--- config.mk ---
export PLATFORM = sky130hd
export DESIGN_NAME = bldc_commutator
export DESIGN_NICKNAME = d
export VERILOG_FILES = /design/src/rtl/bldc_pkg.sv /design/src/rtl/bldc_pwm_gen.sv /design/src/rtl/bldc_commutator.sv
export SDC_FILE = /design/constraint.sdc
export NUM_CORES = 1
export LEC_CHECK = 0
export ABC_CLOCK_PERIOD_IN_PS = 4600
export CAP_MARGIN = 20
export CORE_MARGIN = 5
export CORE_UTILIZATION = 25
export DETAILED_ROUTE_END_ITERATION = 10
export PLACE_DENSITY = 0.43
export SYNTH_ARGS = -nofsm -noshare
export SYNTH_HDL_FRONTEND = slang
export SYNTH_SLANG_ARGS = --single-unit
--- constraint.sdc ---
create_clock -name clk -period 4.6 [get_ports clk]
set_input_delay 0.92 -clock clk [delete_from_list [all_inputs] [get_ports clk]]
set_output_delay 0.92 -clock clk [all_outputs]
set_load 0.01 [all_outputs]
--- src/rtl/bldc_pkg.sv ---
// Shared definitions for the six-step BLDC commutator: FSM states, step codes,
// bridge gate patterns ordered {u_up,u_down,v_up,v_down,w_up,w_down}.
package bldc_pkg;

    typedef enum logic [1:0] {
        ST_IDLE = 2'd0,
        ST_RUN  = 2'd1,
        ST_DEAD = 2'd2
    } state_t;

    localparam logic [2:0] STEP_IDLE = 3'd0;
    localparam logic [2:0] STEP_1    = 3'd1;
    localparam logic [2:0] STEP_2    = 3'd2;
    localparam logic [2:0] STEP_3    = 3'd3;
    localparam logic [2:0] STEP_4    = 3'd4;
    localparam logic [2:0] STEP_5    = 3'd5;
    localparam logic [2:0] STEP_6    = 3'd6;

    localparam logic [5:0] GATES_OFF = 6'b000000;
    localparam logic [5:0] GATES_S1  = 6'b100001;  // u_up / w_down
    localparam logic [5:0] GATES_S2  = 6'b100100;  // u_up / v_down
    localparam logic [5:0] GATES_S3  = 6'b000110;  // w_up / v_down
    localparam logic [5:0] GATES_S4  = 6'b010010;  // w_up / u_down
    localparam logic [5:0] GATES_S5  = 6'b011000;  // v_up / u_down
    localparam logic [5:0] GATES_S6  = 6'b001001;  // v_up / w_down

    // Bits that are high-side switches and therefore PWM-gated.
    localparam logic [5:0] HIGH_MASK = 6'b101010;

    function automatic logic [5:0] gate_pattern(input logic [2:0] s);
        logic [5:0] p;
        case (s)
            STEP_1:  p = GATES_S1;
            STEP_2:  p = GATES_S2;
            STEP_3:  p = GATES_S3;
            STEP_4:  p = GATES_S4;
            STEP_5:  p = GATES_S5;
            STEP_6:  p = GATES_S6;
            default: p = GATES_OFF;
        endcase
        return p;
    endfunction

    function automatic logic [2:0] next_step(input logic [2:0] s, input logic rev);
        logic [2:0] n;
        if (!rev) begin
            n = (s == STEP_6) ? STEP_1 : s + 3'd1;
        end else begin
            n = (s == STEP_1) ? STEP_6 : s - 3'd1;
        end
        return n;
    endfunction

endpackage

--- src/rtl/bldc_pwm_gen.sv ---
// Free-running PWM_W-bit counter with duty compare; pwm_on is high while the
// counter is below duty, so duty=0 never fires and max duty misses one slot.
module bldc_pwm_gen #(
    parameter int PWM_W = 8
) (
    input  logic             clk,
    input  logic             reset,
    input  logic [PWM_W-1:0] duty,
    output logic             pwm_on
);

    logic [PWM_W-1:0] pwm_cnt_reg;

    always_ff @(posedge clk) begin
        if (reset) begin
            pwm_cnt_reg <= '0;
        end else begin
            pwm_cnt_reg <= pwm_cnt_reg + PWM_W'(1);
        end
    end

    assign pwm_on = (pwm_cnt_reg < duty);

endmodule

--- src/rtl/bldc_commutator.sv ---
// Six-step BLDC commutation engine with registered gate drives.
// Optional dead time between steps: define BLDC_COMMUTATOR_DEADTIME_EN.
module bldc_commutator
    import bldc_pkg::*;
#(
    parameter int PER_W    = 32,
    parameter int PWM_W    = 8,
    parameter int DEAD_CYC = 16
) (
    input  logic             clk,
    input  logic             reset,
    input  logic             enable,
    input  logic             dir,
    input  logic [PER_W-1:0] step_period,
    input  logic [PWM_W-1:0] duty,
    output logic             u_up,
    output logic             u_down,
    output logic             v_up,
    output logic             v_down,
    output logic             w_up,
    output logic             w_down,
    output logic [2:0]       step,
    output logic             step_strobe
);

    state_t           state_reg, state_next;
    logic [2:0]       step_reg, step_next;
    logic [PER_W-1:0] cnt_reg, cnt_next;
    logic             strobe_reg, strobe_next;
    logic [5:0]       gates_reg, gates_next;

    logic             pwm_on;
    logic             go_idle;
    logic             advance;
    logic [5:0]       pattern;
    logic [5:0]       drive;

`ifdef BLDC_COMMUTATOR_DEADTIME_EN
    localparam int               DEAD_W    = $clog2(DEAD_CYC) + 1;
    localparam logic [DEAD_W-1:0] DEAD_LAST = DEAD_W'(DEAD_CYC - 1);
    logic [DEAD_W-1:0] dead_cnt_reg, dead_cnt_next;
`endif

    bldc_pwm_gen #(
        .PWM_W (PWM_W)
    ) u_pwm (
        .clk    (clk),
        .reset  (reset),
        .duty   (duty),
        .pwm_on (pwm_on)
    );

    assign pattern = gate_pattern(step_reg);

    // High-side bits follow the PWM, low-side bits stay on for the whole step.
    for (genvar gi = 0; gi < 6; gi++) begin : g_drive
        assign drive[gi] = pattern[gi] & (HIGH_MASK[gi] ? pwm_on : 1'b1);
    end

    assign go_idle = !enable || (step_period == '0);
    assign advance = (cnt_reg >= step_period - PER_W'(1));

    always_comb begin
        state_next  = state_reg;
        step_next   = step_reg;
        cnt_next    = cnt_reg;
        strobe_next = 1'b0;
`ifdef BLDC_COMMUTATOR_DEADTIME_EN
        dead_cnt_next = dead_cnt_reg;
`endif
        // Stopping wins over any advance due in the same cycle.
        if (go_idle) begin
            state_next = ST_IDLE;
            step_next  = STEP_IDLE;
            cnt_next   = '0;
        end else begin
            case (state_reg)
                ST_IDLE: begin
                    state_next  = ST_RUN;
                    step_next   = dir ? STEP_6 : STEP_1;
                    strobe_next = 1'b1;
                    cnt_next    = '0;
                end
                ST_RUN, ST_DEAD: begin
                    if (advance) begin
                        cnt_next    = '0;
                        step_next   = next_step(step_reg, dir);
                        strobe_next = 1'b1;
`ifdef BLDC_COMMUTATOR_DEADTIME_EN
                        state_next    = ST_DEAD;
                        dead_cnt_next = '0;
`endif
                    end else begin
                        cnt_next = cnt_reg + PER_W'(1);
`ifdef BLDC_COMMUTATOR_DEADTIME_EN
                        if (state_reg == ST_DEAD) begin
                            if (dead_cnt_reg == DEAD_LAST) begin
                                state_next = ST_RUN;
                            end else begin
                                dead_cnt_next = dead_cnt_reg + DEAD_W'(1);
                            end
                        end
`endif
                    end
                end
                default: begin
                    state_next = ST_IDLE;
                    step_next  = STEP_IDLE;
                    cnt_next   = '0;
                end
            endcase
        end
    end

    // Gates lag the step register by one cycle; DEAD and IDLE force all off.
    always_comb begin
        gates_next = GATES_OFF;
        if (!go_idle && (state_reg == ST_RUN)) begin
            gates_next = drive;
        end
    end

    always_ff @(posedge clk) begin
        if (reset) begin
            state_reg  <= ST_IDLE;
            step_reg   <= STEP_IDLE;
            cnt_reg    <= '0;
            strobe_reg <= 1'b0;
            gates_reg  <= GATES_OFF;
        end else begin
            state_reg  <= state_next;
            step_reg   <= step_next;
            cnt_reg    <= cnt_next;
            strobe_reg <= strobe_next;
            gates_reg  <= gates_next;
        end
    end

`ifdef BLDC_COMMUTATOR_DEADTIME_EN
    always_ff @(posedge clk) begin
        if (reset) begin
            dead_cnt_reg <= '0;
        end else begin
            dead_cnt_reg <= dead_cnt_next;
        end
    end
`endif

    assign {u_up, u_down, v_up, v_down, w_up, w_down} = gates_reg;
    assign step        = step_reg;
    assign step_strobe = strobe_reg;

endmodule

==> results.toml <==
[outcome]
status = "complete, no violations"

[final_layout]
antenna_cells = 0
final_common_cell = "nor2_1"
largest_reg_flops = 32
drive_gt1_frac = 0.121
fillCellCount = 1502
layout_common_cells = "62 x nor2_1, 53 x clkdlybuf4s50_1, 51 x dfxtp_1"
final_nets = 619
syn_to_final_growth_pct = 33.1

[synthesis]
synthFlopType = "dfxtp_1"
yosys_warnings = 0
netlist_area_sq_mm = 0.00363
synth.distinct_cells = 44
synth_seq_cells = 51
postSynthCellCount = 430
synth_sequential_area_ratio = 0.281
synth_fp_nets = 523
synth_enable_flop_cells = 0
async_flop_share = 0
avgSynthCellArea_sq_um = 8.45

[route]
first_pass_iters = 4
vias = 3215
wire_per_inst_microns = 12.7
via_per_inst = 4.52
drt-total-wl_microns = 9030
remaining_drc_errors = 0
ant_nets = 0
initialDrtViolationCount = 107

[clock_network]
numCtsBuffers = 5
clock_path_buffers = 2
insertion_delay_ps = 290
clk_pin_slew_worst_paths_ps = 70
cts-root-buf = "clkbuf_16"
cts_tree = "built"
holdBufCountCts = 0
htree_num_levels = 2
cts.sinks = 51

[power_and_ir_drop]
clkPwrFrac = 0.374
p_leak_nw = 1.89
power_frac_seq = 0.471
power_density_mw_per_mm2 = 199
swShare = 0.238
max-vdd-ir-drop_v = 0.000129
power_frac_comb = 0.155
total_power_mw = 0.962
power_switching_mw = 0.229
internal_power_mw = 0.733

[hold_path]
hp-class = "register to register"
min_path_cells = 1

[place]
port-buffer-count = 53
gp_congestion = 0.839
dp_hpwl_microns = 7620

[setup_path]
crit_type = "input port to register"
path_cells = "clkdlybuf4s50_1 -> or4_4 -> nor4_4 -> buf_4 -> nand3_1 -> nor2_2 -> nand3b_1 -> xor2_1 -> ha_1 -> nand4_1 -> or4_1 -> nand2b_1 -> and3_1 -> nand3_4 -> buf_4 -> nor2_1"
critPathMostFrequentCell = "buf_4"
cp_max_fo = 6
startpoint_type = "input port"
cp_slowest_stage_delay_ps = 560
end_kind = "register"
arrival_ps = 4500
r2r-start = "cnt_reg[3]"
critPathLaunch = "step_period[18]"
required_ps = 4780
crit_path_end = "cnt_reg[6]"
rr_worst_depth = 8
r2r_slack_ps = 2280
cp_num_cells = 16
r2r-end = "step[0]"
crit_buf_inv = 3
critPathSlowestCell = "or4_4"
cpLargestDelayFamily = "simple AND/OR/NAND/NOR gates"

[timing]
maxSlewViolCount = 0
slew_headroom = 0.358
timing.hold.ws_ps = 451
hold_viol_final = 0
finalSetupViolations = 0
finalCritPeriodShare = 0.938
final.min_clock_period_ps = 4310
rsz0062_at_grt = "no"
skew_ps = 9.72
tightestPinTransition_ps = 956
fin_setup_tns_ps = 0
fmax_mhz = 232

[floorplanning]
rows = 44
start_util = 0.253
fp.dieH_microns = 131
dieArea_sq_mm = 0.0170
coreArea_sq_mm = 0.0144
die_x_microns = 131
ios = 54

[job]
maxCapViolCount = 0

[grt]
antenna_found_initial = 0
grt_pass1_vias = 3359
grt_util_all_layers = 0.112
grt_max_degree = 16
grt_overflow_total = 0
grt_pass1_wl_microns = 15500
[power by group through the flow]
stage                     logic (mW)  clock network, mW  registers [mW]
after global placement         0.148                  0           0.463
after detailed placement       0.150                  0           0.463
after floorplan               0.0630                  0           0.462
after CTS                      0.152              0.375           0.453
final                          0.149              0.360           0.453
after global routing           0.169              0.394           0.453
[area by class of cell]
class	count	area [sq um]	area share
well taps	184	230	0.0476
clock buffers	6	129	0.0266
repair buffers	94	863	0.178
clock inverters	2	12.5	0.00259
inverters	19	71.3	0.0147
flip-flops and latches	51	1020	0.211
multi-input cells	355	2510	0.519
[Yosys cell counts, drive strengths merged (3+ instances only)]
master / n / area [sq um]
nor2b: 5 / 31.3
nand2: 28 / 105
nand4: 12 / 75.1
xnor2: 33 / 289
nand3: 24 / 133
ha: 49 / 613
and3: 12 / 75.1
dfxtp: 51 / 1020
inv: 19 / 71.3
nor2: 63 / 236
o21ai: 11 / 55.1
a21oi: 23 / 115
xor2: 32 / 280
nor4: 9 / 96.3
o211ai: 3 / 22.5
or4: 6 / 52.6
a21o: 6 / 45.0
buf: 3 / 33.8
nand2b: 6 / 37.5
a211oi: 3 / 22.5
nor3: 8 / 40.0
nor3b: 4 / 30.0
[worst reg2reg max path, stage by stage, from the launching register on]
cell and delay [ps]:
dfxtp_1 430, ha_1 280, a211oi_1 230, o21ai_0 190, a221o_1 400, o21ai_1 270, buf_4 180, nand2_1 50
a211oi_1 200
[repair_timing]
action	4_1_cts	5_1_grt
gates resized for setup	0	3
endpoints found under the setup margin	0	36
buffers inserted	0	1
[how the worst min path moves through the flow]
stage / start / to / slack, ps
5_1_grt: u_pwm.pwm_cnt_reg[0] / u_pwm.pwm_cnt_reg[0] / 490
3_5_place_dp: u_pwm.pwm_cnt_reg[0] / u_pwm.pwm_cnt_reg[0] / 440
6_report: u_pwm.pwm_cnt_reg[0] / u_pwm.pwm_cnt_reg[0] / 450
2_1_floorplan: u_pwm.pwm_cnt_reg[0] / u_pwm.pwm_cnt_reg[0] / 420
4_1_cts: u_pwm.pwm_cnt_reg[0] / u_pwm.pwm_cnt_reg[0] / 460
3_3_place_gp: u_pwm.pwm_cnt_reg[0] / u_pwm.pwm_cnt_reg[0] / 440
[cell families after synthesis]
| family | share of synthesized area |
|---|---|
| simple gates | 0.265 |
| xor+xnor | 0.157 |
| compound gates | 0.0981 |
| flops | 0.281 |
| fa+ha+maj | 0.169 |
| buf+inv | 0.0310 |
[routing by layer]
metal | vias to the layer above | GRT usage | share of wire
met5 | - | 0 | 0
met4 | 0 | 0.0181 | 0.0064
met3 | 6 | 0.0191 | 0.040
met2 | 46 | 0.197 | 0.48
met1 | 1459 | 0.146 | 0.48
li1 | 1704 | - | -
[per-stage QoR]
step / util / setup slack, ps / std cells / cell area [sq um]
finish: 0.337 / 285 / 711 / 4840
global route: 0.337 / 25.0 / 711 / 4840
CTS: 0.336 / 128 / 710 / 4820
detailed placement: 0.326 / -168 / 702 / 4680
global placement: 0.326 / -104 / 702 / 4680
floorplan: - / 552 / 430 / 3630
No activity file was read; power rests on OpenSTA's default activity.
